--- config.mk ---
export PLATFORM = sky130hd
export DESIGN_NAME = pwm_sample_feeder_flat
export DESIGN_NICKNAME = d
export VERILOG_FILES = /design/src/rtl/pwm_sample_feeder_if.sv /design/src/rtl/pwm_sample_feeder.sv /design/src/flat_wrapper.sv
export SDC_FILE = /design/constraint.sdc
export NUM_CORES = 1
export LEC_CHECK = 0
export ABC_AREA = 0
export CORE_MARGIN = 1
export CORE_UTILIZATION = 40
export DETAILED_ROUTE_END_ITERATION = 12
export GPL_ROUTABILITY_DRIVEN = 0
export HOLD_SLACK_MARGIN = 0.15
export SLEW_MARGIN = 25
export SYNTH_ARGS = -nofsm -noshare
export SYNTH_HDL_FRONTEND = slang
export SYNTH_SLANG_ARGS = --single-unit
--- constraint.sdc ---
create_clock -name clk -period 2.6 [get_ports clk]
set_input_delay 0.65 -clock clk [delete_from_list [all_inputs] [get_ports clk]]
set_output_delay 0.65 -clock clk [all_outputs]
set_load 0.01 [all_outputs]
--- src/rtl/pwm_sample_feeder_if.sv ---
// rtl/pwm_sample_feeder_if.sv - sample stream handshake between producer and PWM sample feeder
interface pwm_sample_feeder_if #(
    parameter int THRESHOLD_NBITS = 4
);
    logic [THRESHOLD_NBITS-1:0] s_data;
    logic                       s_valid;
    logic                       s_ready;

    modport master (
        output s_data,
        output s_valid,
        input  s_ready
    );

    modport slave (
        input  s_data,
        input  s_valid,
        output s_ready
    );
endinterface

--- src/rtl/pwm_sample_feeder.sv ---
// rtl/pwm_sample_feeder.sv - buffers duty-cycle samples and feeds one per PWM period to the threshold
module pwm_sample_feeder #(
    parameter int THRESHOLD_NBITS = 4,
    parameter int FIFO_DEPTH      = 4
) (
    input  logic                         clk,
    input  logic                         rst_n,
    pwm_sample_feeder_if.slave           s,
    input  logic                         period_start,
    input  logic                         run,
    input  logic                         underrun_clr,
    output logic [THRESHOLD_NBITS-1:0]   threshold,
    output logic [$clog2(FIFO_DEPTH):0]  fifo_level,
    output logic                         underrun
);

    localparam int AW = $clog2(FIFO_DEPTH);
    localparam int LW = AW + 1;
    localparam logic [LW-1:0] DEPTH_L = LW'(FIFO_DEPTH);

    typedef enum logic [1:0] {
        IDLE  = 2'd0,
        PRIME = 2'd1,
        PLAY  = 2'd2
    } state_t;

    state_t                     state;
    state_t                     state_nxt;
    logic [THRESHOLD_NBITS-1:0] thr_nxt;
    logic [THRESHOLD_NBITS-1:0] mem [FIFO_DEPTH];
    logic [AW-1:0]              rd_ptr;
    logic [AW-1:0]              wr_ptr;
    logic                       wr_en;
    logic                       pop;
    logic                       ur_evt;
    logic                       fifo_empty;

    // Ready depends only on the stored level, so a full FIFO refuses a write
    // even when a pop happens in the same cycle.
    assign s.s_ready  = (fifo_level < DEPTH_L);
    assign wr_en      = s.s_valid & s.s_ready;
    assign fifo_empty = (fifo_level == '0);

    // Sample storage; contents need no reset because level and pointers gate every read.
    always_ff @(posedge clk) begin
        if (wr_en) begin
            mem[wr_ptr] <= s.s_data;
        end
    end

    // Pointers and level; emptiness is judged before this cycle's write, so a
    // sample arriving with period_start is never popped in the same cycle.
    always_ff @(posedge clk or negedge rst_n) begin
        if (!rst_n) begin
            rd_ptr     <= '0;
            wr_ptr     <= '0;
            fifo_level <= '0;
        end else begin
            if (wr_en) begin
                wr_ptr <= wr_ptr + AW'(1);
            end
            if (pop) begin
                rd_ptr <= rd_ptr + AW'(1);
            end
            case ({wr_en, pop})
                2'b10:   fifo_level <= fifo_level + LW'(1);
                2'b01:   fifo_level <= fifo_level - LW'(1);
                default: fifo_level <= fifo_level;
            endcase
        end
    end

    // Playback state, threshold register and sticky underrun flag.
    always_ff @(posedge clk or negedge rst_n) begin
        if (!rst_n) begin
            state     <= IDLE;
            threshold <= '0;
            underrun  <= 1'b0;
        end else begin
            state     <= state_nxt;
            threshold <= thr_nxt;
            if (ur_evt) begin
                underrun <= 1'b1;
            end else if (underrun_clr) begin
                underrun <= 1'b0;
            end
        end
    end

    // Next-state and pop decision; threshold only moves on period_start or when playback stops.
    always_comb begin
        state_nxt = state;
        thr_nxt   = threshold;
        pop       = 1'b0;
        ur_evt    = 1'b0;
        case (state)
            IDLE: begin
                thr_nxt = '0;
                if (run) begin
                    state_nxt = PRIME;
                end
            end
            PRIME: begin
                if (!run) begin
                    state_nxt = IDLE;
                    thr_nxt   = '0;
                end else if (period_start && !fifo_empty) begin
                    pop       = 1'b1;
                    thr_nxt   = mem[rd_ptr];
                    state_nxt = PLAY;
                end
            end
            PLAY: begin
                if (!run) begin
                    state_nxt = IDLE;
                    thr_nxt   = '0;
                end else if (period_start) begin
                    if (!fifo_empty) begin
                        pop     = 1'b1;
                        thr_nxt = mem[rd_ptr];
                    end else begin
                        ur_evt  = 1'b1;
                    end
                end
            end
            default: begin
                state_nxt = IDLE;
                thr_nxt   = '0;
            end
        endcase
    end

endmodule

--- src/flat_wrapper.sv ---
// flat-port wrapper written by rule: the top's interface ports become plain ports
module pwm_sample_feeder_flat 
#(
    parameter int THRESHOLD_NBITS = 4,
    parameter int FIFO_DEPTH      = 4
)
  (clk, rst_n, period_start, run, underrun_clr, threshold, fifo_level, underrun, s_s_data, s_s_valid, s_s_ready);
  pwm_sample_feeder_if #(.THRESHOLD_NBITS(THRESHOLD_NBITS)) s_i ();
  input  logic clk;
  input  logic rst_n;
  input  logic period_start;
  input  logic run;
  input  logic underrun_clr;
  output logic [THRESHOLD_NBITS-1:0] threshold;
  output logic [$clog2(FIFO_DEPTH):0] fifo_level;
  output logic underrun;
  input wire logic [$bits(s_i.s_data)-1:0] s_s_data;
  input wire logic [$bits(s_i.s_valid)-1:0] s_s_valid;
  output wire logic [$bits(s_i.s_ready)-1:0] s_s_ready;
  assign s_i.s_data = s_s_data;
  assign s_i.s_valid = s_s_valid;
  assign s_s_ready = s_i.s_ready;
  pwm_sample_feeder #(.THRESHOLD_NBITS(THRESHOLD_NBITS), .FIFO_DEPTH(FIFO_DEPTH)) u_core (.clk(clk), .rst_n(rst_n), .s(s_i), .period_start(period_start), .run(run), .underrun_clr(underrun_clr), .threshold(threshold), .fifo_level(fifo_level), .underrun(underrun));
endmodule
==> metrics.cfg <==
[clock_tree]
cts_tree=built
cts_hold_buf=0
numCtsBuffers=5
cts.sinks=30
clkLatencyLatePin_ns=0.32
path_clk_slew_ns=0.08
cts_resized=0
postCtsSetupBuffers=0
cts_buffer_depth=2
htree_levels=2
cts_root_buf=clkbuf_4

[place]
dp_hpwl_um=1660
place_area_um2=1650
dp.cells=171
place_ws_ns=0.00859
port_buffers=18

[global_route]
antenna_found_initial=0
grt_pass1_vias=796
grt_pass1_wl_um=3680
grt_usage=0.144
grt_max_degree=15
gr-total-overflow=0

[timing]
period_minus_slack_ns=2.26
layout_setup_ws_ns=0.338
tightestPinTransition_ns=0.663
fin_crit_sh=0.870
relSlewSlack=0.557
max_freq_mhz=442
skew_ns=0.00474
hold_viol=0
setup_viol=0
rsz0062_at_grt=false
fin_setup_tns_ns=0
slew_violations=0

[synthesis]
synth_top_cell_area_share=0.343
netlist_area_um2=1400
yosys_register_bits=30
yosys-top-cells-area=edfxtp_1, dfrtp_1, ha_1
yosysSeqAreaShare=0.592
yosysTopAreaCell=edfxtp_1
synth.net_count=126
synthCells=107
yosys_warnings=0
syn_area_per_cell_um2=13.1
synth_cell_types=30

[floorplan]
rows=21
core_um2=3340
dieArea_um2=3750
initial_utilization=0.420
die_w_um=61.2
fp.dieH_um=61.2
ios=19

[power]
finalPower_mw=1.65
power.density_nw_per_um2=971
leakagePower_nw=0.686
vdd_ir_drop_max_v=0.000403

[finish]
final_area_um2=1700
area_delta_synth_final_pct=21.0
drive_gt1_frac=0.120
num_antenna_cells=0
final_cells=179
layout.nets=151
num-fill-cells=302

[setup_path]
critPathRequiredTime_ns=2.84
worstPathCellList=clkdlybuf4s50_1 > o31a_2 > and3_2 > ha_1 > inv_1 > fa_1 > xor2_1 > nor2_1 > xnor2_1
cp_top_family=buffers and inverters
reg2reg_slack_ns=0.46
critPathBufInv=2
cp_slowest_cell=clkdlybuf4s50_1
crit_path_max_fanout=3
arrival_ns=2.50
cp-end-kind=flip-flop
crit_type=in -> reg
critPathMaxStageDelay_ns=0.50
crit_path_start_kind=input port

[detailed_routing]
drcViolationCount=0
drtPass1Iterations=4
vias=842
wire_per_inst_um=12.6
viasPerCell=4.70
drt-initial-drc-count=12
postRouteWirelength_um=2250
ant_nets=0

[outcome]
outcome=finished clean

[hold_path]
hold_path.class=reg -> reg

[job]
maxCapViolCount=0

-- path summary, 6_finish.rpt --
kind	start	cells after the start	end
max	period_start	9	u_core.fifo_level[2]$_DFFE_PN0P_
min	u_core.threshold[0]$_DFFE_PN0P_	1	u_core.threshold[0]$_DFFE_PN0P_
max reg2reg	u_core.state[1]$_DFFE_PN0P_	9	u_core.fifo_level[2]$_DFFE_PN0P_
min reg2reg	u_core.threshold[0]$_DFFE_PN0P_	1	u_core.threshold[0]$_DFFE_PN0P_
max in group asynchronous	rst_n	1	u_core.fifo_level[1]$_DFFE_PN0P_
min in group asynchronous	rst_n	1	u_core.wr_ptr[0]$_DFFE_PN0P_
-- final cells by class --
cell class | instances | area (um2) | area share
sequential | 30 | 831 | 0.490
multi-input combinational | 63 | 514 | 0.303
timing repair buffer | 21 | 203 | 0.119
tap | 46 | 57.6 | 0.0339
clock buffer | 6 | 41.3 | 0.0243
inverter | 11 | 41.3 | 0.0243
clock inverter | 2 | 8.76 | 0.00516
-- metrics by stage --
stage           util  hold slack [ns]
2_1_floorplan      -            0.354
3_3_place_gp   0.493            0.487
3_5_place_dp   0.493            0.492
4_1_cts        0.508            0.513
5_1_grt        0.508            0.526
6_report       0.508            0.508
-- routing by layer --
metal | vias up | track usage | share of wire
met1 | 397 | 0.194 | 0.49
met3 | 6 | 0.0378 | 0.028
met2 | 14 | 0.211 | 0.46
met5 | - | 0 | 0
li1 | 425 | - | -
met4 | 0 | 0.0779 | 0.020
-- state kept, by name (all words and copies together) (netlist names) --
| signal | cells |
|---|---|
| u_core.fifo_level | 3 |
| u_core.wr_ptr | 2 |
| u_core.threshold | 4 |
| u_core.rd_ptr | 2 |
| u_core.state | 2 |
| u_core.underrun | 1 |
| u_core.mem | 16 |
-- synthesized netlist by cell type (all sizes together) --
cell type,number
nand3,2
nor2b,2
mux2,4
inv,11
edfxtp,16
a21oi,3
o22ai,4
o21ai,4
nor2,2
mux2i,8
nand3b,1
ha,8
nand2,4
o31a,1
and3,1
nand2b,1
xor2,2
fa,1
nor3,2
or4,1
clkbuf,1
dfrtp,14
buf,2
nand4,2
o311ai,1
and2,4
xnor2,4
nor4b,1
-- worst reg2reg max path, delay by kind of cell (launching register included) --
| family | cells | cell delay (ns) |
|---|---|---|
| xor+xnor | 2 | 0.28 |
| fa+ha+maj | 3 | 0.89 |
| buf+inv | 2 | 0.15 |
| flops | 1 | 0.43 |
| simple gates | 2 | 0.32 |
-- kinds of logic after synthesis --
| family | Yosys count | share of synthesized area |
|---|---|---|
| DFF | 30 | 0.592 |
| AOI/OAI and AO/OA | 13 | 0.0562 |
| muxes | 12 | 0.0892 |
| adders and majority gates | 9 | 0.0856 |
| xor gates and xnor gates | 6 | 0.0375 |
| buffers and inverters | 14 | 0.0410 |
| and+or+nand+nor | 23 | 0.0981 |
-- report_power, final --
group,total (mW),internal [mW],switching [mW]
registers,0.766,0.636,0.130
logic,0.632,0.343,0.290
clock network,0.250,0.101,0.148
total,1.65,1.08,0.568
-- cell usage in the layout (no fill, tap or decap), drive strengths merged --
| cell | n |
|---|---|
| dfrtp | 14 |
| and2 | 4 |
| buf | 3 |
| and3 | 1 |
| a21oi | 3 |
| nand3 | 2 |
| clkdlybuf4s50 | 18 |
| ha | 8 |
| edfxtp | 16 |
| nor2b | 2 |
| nand4 | 2 |
| o22ai | 4 |
| o311ai | 1 |
| clkinv | 2 |
| o31a | 1 |
| o21ai | 4 |
| nor3 | 2 |
| mux2 | 4 |
| or4 | 1 |
| fa | 1 |
| mux2i | 8 |
| nand2 | 4 |
| inv | 11 |
| xnor2 | 4 |
| nor2 | 2 |
| nand2b | 1 |
| xor2 | 2 |
| nand3b | 1 |
| nor4b | 1 |
| clkbuf | 6 |
No activity file was read; power rests on OpenSTA's default activity.
==> patch 1, RTL diff (config.mk and constraints unchanged) <==
Take the reset off `threshold` and load it in a clocked block of its own.
--- a/src/rtl/pwm_sample_feeder.sv
+++ b/src/rtl/pwm_sample_feeder.sv
@@ -74,17 +74,19 @@
     always_ff @(posedge clk or negedge rst_n) begin
         if (!rst_n) begin
             state     <= IDLE;
-            threshold <= '0;
             underrun  <= 1'b0;
         end else begin
             state     <= state_nxt;
-            threshold <= thr_nxt;
             if (ur_evt) begin
                 underrun <= 1'b1;
             end else if (underrun_clr) begin
                 underrun <= 1'b0;
             end
         end
+    end
+
+    always_ff @(posedge clk) begin
+        threshold <= thr_nxt;
     end
 
     // Next-state and pop decision; threshold only moves on period_start or when playback stops.
Function: differs if rst_n is asserted again (counterexample within 4 cycles, from zero or initial values and one cycle with rst_n low); with rst_n held inactive, the same outputs for 10 cycles.
==> patch 1 against the original RTL <==
- worst setup slack improved by 0.069 ns
- clock power rose by 2%
- wire length shrank 4.6%
- sequential cell count is the same
- area after synthesis decreased by 3.0%
- maximum frequency increased by 3.1%
- final area is 1.3% lower
- non-clock buffer count rose by 2
- highest routed layer unchanged
- register-to-register slack got worse by 0.03 ns
- sequential power increased by 1%
- count of clock-buffer cells in the layout unchanged
- total power up 1.5%
==> patch 1: results (changes against the original RTL) <==
DR WL/cell=12.8 um (+1.7%); largest net degree at the start of global routing=11 (-4); Non-clk invs=10 (-1); Met1 Wirelength=953 um (-14%); CP arrival=2.44 ns (-0.06 ns); sequential area share after synthesis=0.626 (+0.0332); fraction of area in multi-input gates=0.277 (-0.0266); setup slack, reg-to-reg=0.43 ns (-0.03 ns); Static Leakage=0.657 nW (-4.2%); Net Sw Power=0.552 mW (-2.8%); FF-to-FF path depth=10 (+1); total number of vias=782 (-7.1%); Synth Instances=95 (-11%); Total GRT Usage=0.150 (+0.00603); # nets final=142 (-6.0%); fill cell count=293 (-3.0%); clock share of power=0.153 (+0.002); worst hold path depth=2 (+1); Post-CTS Setup Repair Bufs=0 (unchanged); fraction of area in clock buffers and inverters=0.0299 (+0.000397); #MultiIn Comb=53 (-16%); Post-synth top cells=edfxtp_1, dfrtp_1, inv_1, ha_1, nor2b_1; hold slack=0.547 ns (+0.0387 ns); Max VDD drop=0.482 mV (+20%); Worst-Margin Slew=0.465 ns (-0.198 ns); Synth area leaders=edfxtp_1, dfrtp_1, ha_1; DR pass1 iterations=3 (-1); ratio of cells with drive above 1 in the final layout=0.121 (+0.000667); number of global-route vias before repair=820 (+3.0%); FF+latch area=851 sq um (+2.4%); Data buffer area share=0.130 (+0.0106); Post-synth EDFFs=20 (+4); CP top delay family=adder cells; pre-CTS setup slack=0.0498 ns (+0.0412 ns); Hold Startpoint=u_core.underrun; crit share post-route=0.843 (-0.0264); Hold Path Sink=u_core.underrun; ys async rst share=0.333 (-0.133); metal2 WL=1.08 mm (+4.5%); Signal buffers=23 (+9.5%); part of the power in registers=0.464 (about the same); number of library cell types mapped by synthesis=28 (-6.7%); syn_nets=114 (-9.5%); skew final=0.00256 ns (-0.00218 ns); met3 WL post-DR=85 um (+37%); run status=finished, final reports clean
-- patch 1: cell types whose count changed after synthesis, moves of 2 or more --
cell      delta
nor2_1       +2
edfxtp_1     +4
mux2_2       -4
dfrtp_1      -4
nor2b_1      +3
o22ai_1      -4
mux2i_1      -7
mux4_2       +4
-- patch 1: kinds of logic after synthesis --
logic type / share of synthesized area
adders and majority gates: 0.0883
xor gates and xnor gates: 0.0386
AOI/OAI and AO/OA: 0.0359
buffers and inverters: 0.0340
DFF: 0.626
muxes: 0.0736
and+or+nand+nor: 0.104
-- patch 1: layer usage --
metal  track usage  vias up
met5             0        -
li1              -      389
met1         0.179      377
met3        0.0649        5
met4        0.0698        0
met2         0.232       11
-- patch 1: through the flow --
stage	area [sq um]	power (mW)
floorplan	1360	1.17
global route	1670	1.81
global placement	1620	1.42
finish	1670	1.67
detailed placement	1620	1.44
CTS	1670	1.70
==> patch 2, RTL diff (config.mk and constraints unchanged) <==
Made on the original files. `FIFO_DEPTH` is set to 4 in 2 places; all go to 2.
--- a/src/rtl/pwm_sample_feeder.sv
+++ b/src/rtl/pwm_sample_feeder.sv
@@ -1,7 +1,7 @@
 // rtl/pwm_sample_feeder.sv - buffers duty-cycle samples and feeds one per PWM period to the threshold
 module pwm_sample_feeder #(
     parameter int THRESHOLD_NBITS = 4,
-    parameter int FIFO_DEPTH      = 4
+    parameter int FIFO_DEPTH      = 2
 ) (
     input  logic                         clk,
     input  logic                         rst_n,
--- a/src/flat_wrapper.sv
+++ b/src/flat_wrapper.sv
@@ -2,7 +2,7 @@
 module pwm_sample_feeder_flat 
 #(
     parameter int THRESHOLD_NBITS = 4,
-    parameter int FIFO_DEPTH      = 4
+    parameter int FIFO_DEPTH      = 2
 )
   (clk, rst_n, period_start, run, underrun_clr, threshold, fifo_level, underrun, s_s_data, s_s_valid, s_s_ready);
   pwm_sample_feeder_if #(.THRESHOLD_NBITS(THRESHOLD_NBITS)) s_i ();
Ports: changed (resized fifo_level); port bits go from 19 to 18. No check against the original RTL was run, so the function may have changed too.
==> patch 2 against the original RTL <==
- final area down 36%
- wire length fell by 42%
- sequential cell count fell by 11
- clock skew shrank 0.0033 ns
- area after synthesis shrank 38%
- maximum frequency up 11%
- count of clock-buffer cells in the layout shrank 3
- register-to-register slack improved by 0.42 ns
- worst setup slack improved by 0.23 ns
- clock power is 41% lower
- critical path depth is 7 lower
- total power is 33% lower
==> patch 2: results (changes against the original RTL) <==
syn_nets=82 (-35%); Worst-path clk slew=0.11 ns (+0.03 ns); drt initial violations=3 (-9); CP peak stage delay=0.54 ns (+0.04 ns); number of library cell types mapped by synthesis=22 (-27%); post-DP HPWL=982 um (-41%); largest net degree at the start of global routing=12 (-3); Routed WL=1.31 mm (-42%); Post-CTS Setup Repair Bufs=0 (unchanged); DR pass1 iterations=2 (-2); Synth Area per Inst=12.8 sq um (-2.3%); CP max stage cell=clkdlybuf4s50_1; first-pass GRT wire length=2.22 mm (-40%); Post-synth top cells=dfrtp_1, nor2_1, edfxtp_1, nand2_1; sequential area share after synthesis=0.592 (about the same); CTS H-tree lvls=1 (-1); total number of vias=533 (-37%); Max VDD drop=0.562 mV (+39%); Static Leakage=0.466 nW (-32%); CP top delay family=buffers and inverters; # nets final=102 (-32%); ratio of cells with drive above 1 in the final layout=0.115 (-0.00536); Cells after DPL=110 (-36%); number of global-route vias before repair=487 (-39%); ys async rst share=0.579 (+0.112); run status=finished, final reports clean; Vias/cell=4.68 (-0.61%); crit-path max FO=4 (+1); max_slew headroom=0.659 (+0.102); total CTS buffers=3 (-2); Clk Latency, worst-skew pair=0.29 ns (-0.03 ns); Total GRT Usage=0.130 (-0.0137); Post-synth EDFFs=8 (-8); fill cell count=181 (-40%); Synth area leaders=dfrtp_1, edfxtp_1, mux2_4; skew final=0.00141 ns (-0.00333 ns); registers with the most flip-flops=u_core.mem (8), u_core.threshold (4); CP arrival=1.38 ns (-1.12 ns); Port-buffer cells=17 (-1)
## patch 2: changes by cell type in the layout (fill, tap and decap cells not counted), sizes merged, moves of 3 or more
cell    change
nor2        +7
dfrtp       -3
buf         -3
clkbuf      -3
ha          -4
and2        -4
edfxtp      -8
inv         -7
mux2i       -4
a21oi       -3
nand2       +3
o22ai       -4
## patch 2: power by group
part | internal, mW | total [mW] | switching, mW | leakage [nW]
Sequential | 0.411 | 0.494 | 0.0836 | 0.214
Combinational | 0.255 | 0.457 | 0.201 | 0.234
Clock | 0.0572 | 0.148 | 0.0908 | 0.0177
## patch 2: logic make-up after synthesis
kind of cell	Yosys count	synth area share
buf+inv	6	0.0345
simple gates	21	0.103
mux	8	0.115
compound gates	5	0.0474
xor+xnor	5	0.0503
fa+ha+maj	4	0.0575
flops	19	0.592
## patch 2: path summary, 6_finish.rpt
path                                 startpoint                   end  slack, ns  depth (start not counted)
setup / recovery           u_core.fifo_level[1]             s_s_ready       0.57                          2
hold / removal                    u_core.wr_ptr         u_core.wr_ptr       0.50                          1
setup reg to reg                u_core.state[0]   u_core.threshold[3]       0.88                          5
hold reg to reg                   u_core.wr_ptr         u_core.wr_ptr       0.50                          1
max in group asynchronous                 rst_n  u_core.fifo_level[0]       1.58                          1
min in group asynchronous                 rst_n   u_core.threshold[0]       0.68                          1
## patch 2: area by class of cell
cell class	instances	area share
flip-flops and latches	19	0.474
clock buffers	3	0.0207
well taps	27	0.0311
inverters	4	0.0138
repair buffers	17	0.157
clock inverters	1	0.00460
multi-input cells	43	0.299
## patch 2: layer usage
metal,global-route usage,share of wire,vias up
li1,-,-,270
met1,0.184,0.51,247
met2,0.167,0.43,14
met3,0.0409,0.050,2
met4,0.0882,0.0084,0
met5,0,0,-
## patch 2: per-stage QoR
| stage | hold slack (ns) | setup slack, ns | instance area, sq um |
|---|---|---|---|
| after CTS | 0.503 | 0.548 | 1090 |
| final | 0.501 | 0.566 | 1090 |
| after global routing | 0.514 | 0.497 | 1090 |
| after detailed placement | 0.485 | 0.372 | 1060 |
| after floorplan | 0.354 | 1.00 | 871 |
| after global placement | 0.483 | 0.432 | 1060 |
